### src/rtl/cpu_regwrite_arbiter.sv
// Register-file write-port arbiter: three writeback requesters share two write ports
// via a rotating pointer, with a busy scoreboard. Optional bypass outputs: REGARB_BYPASS_EN.
module cpu_regwrite_arbiter #(
   parameter int NUM_REGS = 16,
   parameter int RR_INIT  = 0
) (
   input  logic                clk_i,
   input  logic                rst_i,
   input  logic [2:0]          req_i,
   input  logic [3:0]          idx0_i,
   input  logic [3:0]          idx1_i,
   input  logic [3:0]          idx2_i,
   input  logic [31:0]         data0_i,
   input  logic [31:0]         data1_i,
   input  logic [31:0]         data2_i,
   output logic [2:0]          grant_o,
   input  logic                reserve_i,
   input  logic [3:0]          reserve_idx_i,
   output logic [NUM_REGS-1:0] busy_o,
`ifdef REGARB_BYPASS_EN
   output logic [1:0]          fwd_valid_o,
   output logic [3:0]          fwd_idx0_o,
   output logic [3:0]          fwd_idx1_o,
   output logic [31:0]         fwd_data0_o,
   output logic [31:0]         fwd_data1_o,
`endif
   output logic                write_enable0_o,
   output logic                write_enable1_o,
   output logic [3:0]          reg_write_index0_o,
   output logic [3:0]          reg_write_index1_o,
   output logic [31:0]         value0_o,
   output logic [31:0]         value1_o
);

   logic [3:0]          w_idx  [3];
   logic [31:0]         w_data [3];
   logic [1:0]          r_ptr;
   logic [1:0]          w_ptr_nxt;
   logic [2:0]          w_sum;
   logic [1:0]          w_ord;
   logic                w_v0, w_v1;
   logic [1:0]          w_sel0, w_sel1, w_last;
   logic [2:0]          w_grant;
   logic [NUM_REGS-1:0] w_clr, w_set;
   logic [NUM_REGS-1:0] r_busy;

   assign w_idx[0]  = idx0_i;
   assign w_idx[1]  = idx1_i;
   assign w_idx[2]  = idx2_i;
   assign w_data[0] = data0_i;
   assign w_data[1] = data1_i;
   assign w_data[2] = data2_i;

   // Scan from the pointer; a candidate colliding with port 0's index is skipped,
   // so port 1 may fall through to the third requester.
   always_comb begin
      w_v0    = 1'b0;
      w_v1    = 1'b0;
      w_sel0  = 2'd0;
      w_sel1  = 2'd0;
      w_sum   = 3'd0;
      w_ord   = 2'd0;
      for (int k = 0; k < 3; k++) begin
         w_sum = {1'b0, r_ptr} + 3'(k);
         w_ord = (w_sum >= 3'd3) ? 2'(w_sum - 3'd3) : w_sum[1:0];
         if (req_i[w_ord] && !rst_i) begin
            if (!w_v0) begin
               w_v0   = 1'b1;
               w_sel0 = w_ord;
            end else if (!w_v1 && (w_idx[w_ord] != w_idx[w_sel0])) begin
               w_v1   = 1'b1;
               w_sel1 = w_ord;
            end
         end
      end
      w_grant = 3'b000;
      if (w_v0) w_grant[w_sel0] = 1'b1;
      if (w_v1) w_grant[w_sel1] = 1'b1;
      w_last    = w_v1 ? w_sel1 : w_sel0;
      w_ptr_nxt = (w_last == 2'd2) ? 2'd0 : w_last + 2'd1;
   end

   assign grant_o = w_grant;

   always_comb begin
      w_clr = '0;
      w_set = '0;
      if (w_v0)      w_clr[w_idx[w_sel0]] = 1'b1;
      if (w_v1)      w_clr[w_idx[w_sel1]] = 1'b1;
      if (reserve_i) w_set[reserve_idx_i] = 1'b1;
   end

   always_ff @(posedge clk_i) begin
      if (rst_i) begin
         r_ptr              <= 2'(RR_INIT);
         r_busy             <= '0;
         write_enable0_o    <= 1'b0;
         write_enable1_o    <= 1'b0;
         reg_write_index0_o <= 4'd0;
         reg_write_index1_o <= 4'd0;
         value0_o           <= 32'd0;
         value1_o           <= 32'd0;
      end else begin
         if (w_v0) r_ptr <= w_ptr_nxt;
         // Set after clear: a same-cycle reserve keeps the bit busy.
         r_busy             <= (r_busy & ~w_clr) | w_set;
         write_enable0_o    <= w_v0;
         write_enable1_o    <= w_v1;
         reg_write_index0_o <= w_v0 ? w_idx[w_sel0]  : 4'd0;
         reg_write_index1_o <= w_v1 ? w_idx[w_sel1]  : 4'd0;
         value0_o           <= w_v0 ? w_data[w_sel0] : 32'd0;
         value1_o           <= w_v1 ? w_data[w_sel1] : 32'd0;
      end
   end

   assign busy_o = r_busy;

`ifdef REGARB_BYPASS_EN
   assign fwd_valid_o = {w_v1, w_v0};
   assign fwd_idx0_o  = w_v0 ? w_idx[w_sel0]  : 4'd0;
   assign fwd_idx1_o  = w_v1 ? w_idx[w_sel1]  : 4'd0;
   assign fwd_data0_o = w_v0 ? w_data[w_sel0] : 32'd0;
   assign fwd_data1_o = w_v1 ? w_data[w_sel1] : 32'd0;
`endif

endmodule

### config.mk
export PLATFORM = sky130hd
export DESIGN_NAME = cpu_regwrite_arbiter
export DESIGN_NICKNAME = d
export VERILOG_FILES = /design/src/rtl/cpu_regwrite_arbiter.sv
export SDC_FILE = /design/constraint.sdc
export NUM_CORES = 1
export LEC_CHECK = 0
export ABC_AREA = 1
export CAP_MARGIN = 20
export CORE_MARGIN = 4
export CORE_UTILIZATION = 48
export DETAILED_ROUTE_END_ITERATION = 10
export GPL_ROUTABILITY_DRIVEN = 0
export GPL_TIMING_DRIVEN = 0
export PLACE_DENSITY = 0.87
export SLEW_MARGIN = 20
export SYNTH_ARGS = -nofsm -noshare
export SYNTH_HDL_FRONTEND = slang
export SYNTH_SLANG_ARGS = --single-unit
### constraint.sdc
create_clock -name clk_i -period 4.69 [get_ports clk_i]
set_clock_uncertainty 0.05 [all_clocks]
set_input_delay 0.469 -clock clk_i [delete_from_list [all_inputs] [get_ports clk_i]]
set_output_delay 0.469 -clock clk_i [all_outputs]
set_load 0.02 [all_outputs]
==> metrics <==
status finished clean; critical path depth 19; core box area 11,000 um2; H-Tree Depth 3; post-route insts no fill 1,182; n_diodes 0; Site Rows 38; Wirelength per Cell 16.9 um; CTS tree done; worst min path class reg -> reg; drt pass-1 iters 5; Filler cells 908; vias in the first global route 6,083; uppermost layer routed met4; mux cell area share after synthesis 0%; worst r2r dst value1_o[7]; Metal-1 WL 7.81 mm; Max Cap Viol 0; CTS Sinks 92; Critical Path, Cell by Cell inv_1 -> ha_1 -> buf_2 -> nor2_1 -> inv_1 -> o21ai_0 -> inv_1 -> nand2_1 -> nand2_1 -> nand2_1 -> nor2_2 -> nor2_2 -> nand2_1 -> nand2_1 -> inv_1 -> buf_4 -> clkbuf_4 -> nand2_1 -> clkdlybuf4s50_1; final core occ 73.4%; largest family of logic cells by synthesized area simple AND/OR/NAND/NOR gates; Layout Nets 1,159; synthesized instance count 819; Die Ht 115 um; DRC errors left 0; I/O Pins 211; Post-Synthesis Net Count 940; Netlist cell types 41; Synth Area in Simple Gates 33.6%; global-route wire length before repair 31.0 mm; setup violators final 0; PortBufs 209; synthesized cell area 5480 um2; #FFs+latches synth 92; GRT Util Overall 29.4%; Hold Vio Cnt, Final 0; Critical Path Start Type flop; Clk Latency, worst-skew pair 0.34 ns; Initial Utilization 49.9%; via count 6,439; CP endpoint kind output port; DPL Wire Length 15.5 mm; crit path DAT 3.89 ns; metal2 WL 9.33 mm; initial antenna violation count 0; reg2reg start r_ptr[0]; critical-path maximum fanout 19; met3 wire len 2.05 mm; clk buf depth 2; Critical Path RT 4.17 ns; area grow syn2layout 47.2%; Placed Area 7740 um2; Mean Syn Cell Area 6.69 um2; Final ANT Viol Nets 0; commonest non-fill, non-tap cell in the layout nand2_1; Post-CTS Setup Inserts 0; CTS Buf Count 9; Die ar. 13,200 um2; Yosys top cell by area dfxtp_1; xor and xnor fraction of the mapped netlist area 0%; Fmax 0.227 GHz; Yosys warning count 0; worst setup path endpoint grant_o[2]; Synth Area in Adders 0.685%; layout cells sized above 1 9.79%; Leak 0.00363 uW; Final Cell Area 8060 um2; clock root cell clkbuf_16; Die X 115 um; Worst-Margin Slew 0.817 ns; CP dominant cell by count nand2_1; global route total overflow 0; FF-to-FF path depth 22; reg2reg setup slack 1.18 ns; vias per cell 5.45; CP Buf/Inv Count 8; largest net degree at the start of global routing 16; CP delay by family, top buffers and inverters; clock edge transition at the registers on the reported setup and hold paths 0.06 ns; pins over their slew limit 0; PwrDens 581 nW/um2; slew margin rel. 45.3%; Worst Setup SP r_ptr[0]; leading cell types in the layout, fill and taps excluded nand2_1 (231), clkdlybuf4s50_1 (207), dfxtp_1 (92); wirelength, routed 19.9 mm; sequential share of the synthesized area 33.6%; worst vdd ir 359 uV; critical path's slowest cell clkdlybuf4s50_1; Final TNS setup 0 ns; Synth area leaders dfxtp_1 (34%), nand2_1 (16%), a21oi_1 (6.5%); Setup Crit Path Kind reg -> out; max incr delay on CP 0.64 ns; area fraction of the dominant cell type after synthesis 33.6%; final cycle utilization of the critical path 94.0%; Iter 0 DRT Violations 782; post-layout min period 4.41 ns; Synth Area in Compound Gates 20.7%; DP Cell Count 1,168; RSZ-0062 raised after global routing no
## worst min-delay path by stage
stage,from,end,slack (ns),cells past startpoint
floorplan,r_ptr[1],r_ptr[1],0.41,2
global placement,r_ptr[1],r_ptr[1],0.43,2
detailed placement,r_ptr[1],r_ptr[1],0.44,2
CTS,r_ptr[1],r_ptr[1],0.45,2
global route,r_ptr[1],r_ptr[1],0.47,2
finish,r_ptr[1],r_ptr[1],0.46,2
## synth_stat cells (all sizes together)
cell type	n
a21oi	75
a22oi	13
o22ai	1
o21ai	30
o31ai	2
a2111oi	5
dfxtp	92
o21bai	12
o21a	1
a21boi	2
inv	104
nand2	240
nand4	2
o211ai	13
nor3	7
nor2	81
o221ai	19
nand3	71
buf	29
clkinv	1
clkbuf	11
a31oi	1
ha	3
nand3b	4
## power by group
part | switching (uW) | leakage (uW) | internal, uW
clock | 314 | 0.000153 | 466
combinational | 1790 | 0.00272 | 1050
sequential | 59.6 | 0.000758 | 1000
## metrics by stage
step	setup WS (ns)	total power, uW	hold WS [ns]
floorplan	1.46	2860	0.412
global placement	0.125	3830	0.432
detailed placement	0.123	3870	0.438
CTS	0.185	4660	0.448
global route	0.0318	4990	0.471
finish	0.280	4680	0.458
## layer usage
layer  track usage [%]  up-vias
li1                  -     3119
met1              36.4     2890
met2              50.1      364
met3              6.32       66
met4              11.4        0
met5                 0        -
## area by class of cell
class,count,area (um2),area share (%)
multi-input cells,582,3020,37.4
repair buffers,209,2100,26.0
flip-flops and latches,92,1840,22.8
inverters,105,397,4.92
clock buffers,9,225,2.79
plain buffers,39,223,2.76
well taps,140,175,2.17
clock inverters,6,88.8,1.10
## flip-flops by register name, summed over array words and instances, names as in the netlist
register and cells:
reg_write_index1_o 4, reg_write_index0_o 4, r_ptr 2, value0_o 32
write_enable0_o 1, write_enable1_o 1, value1_o 32, busy_o 16
## repair_timing
item / CTS / global route
gates resized for setup: 1 / 3
endpoints found under the setup margin: 1 / 3
hold endpoints to repair: 0 / 0
hold buffers: 0 / 0
## worst register-to-register path, cell delays in order, from the launching register on
cell,delay (ns)
dfxtp_1,0.39
inv_1,0.06
ha_1,0.34
buf_2,0.21
nor2_1,0.13
inv_1,0.06
o21ai_0,0.33
inv_1,0.09
nand2_1,0.09
nand2_1,0.05
nand2_1,0.08
nor2_2,0.04
nor2_2,0.22
nor2_1,0.07
nand2_1,0.08
nand2_1,0.09
inv_1,0.09
buf_4,0.18
clkbuf_4,0.30
o21ai_0,0.15
a21oi_1,0.21
a21oi_1,0.06
nor2_1,0.09
## cells by family after synthesis
logic type,after synthesis
compound gates,174
fa+ha+maj,3
buf+inv,145
flops,92
simple gates,405
(Power assumes the default switching activity.)
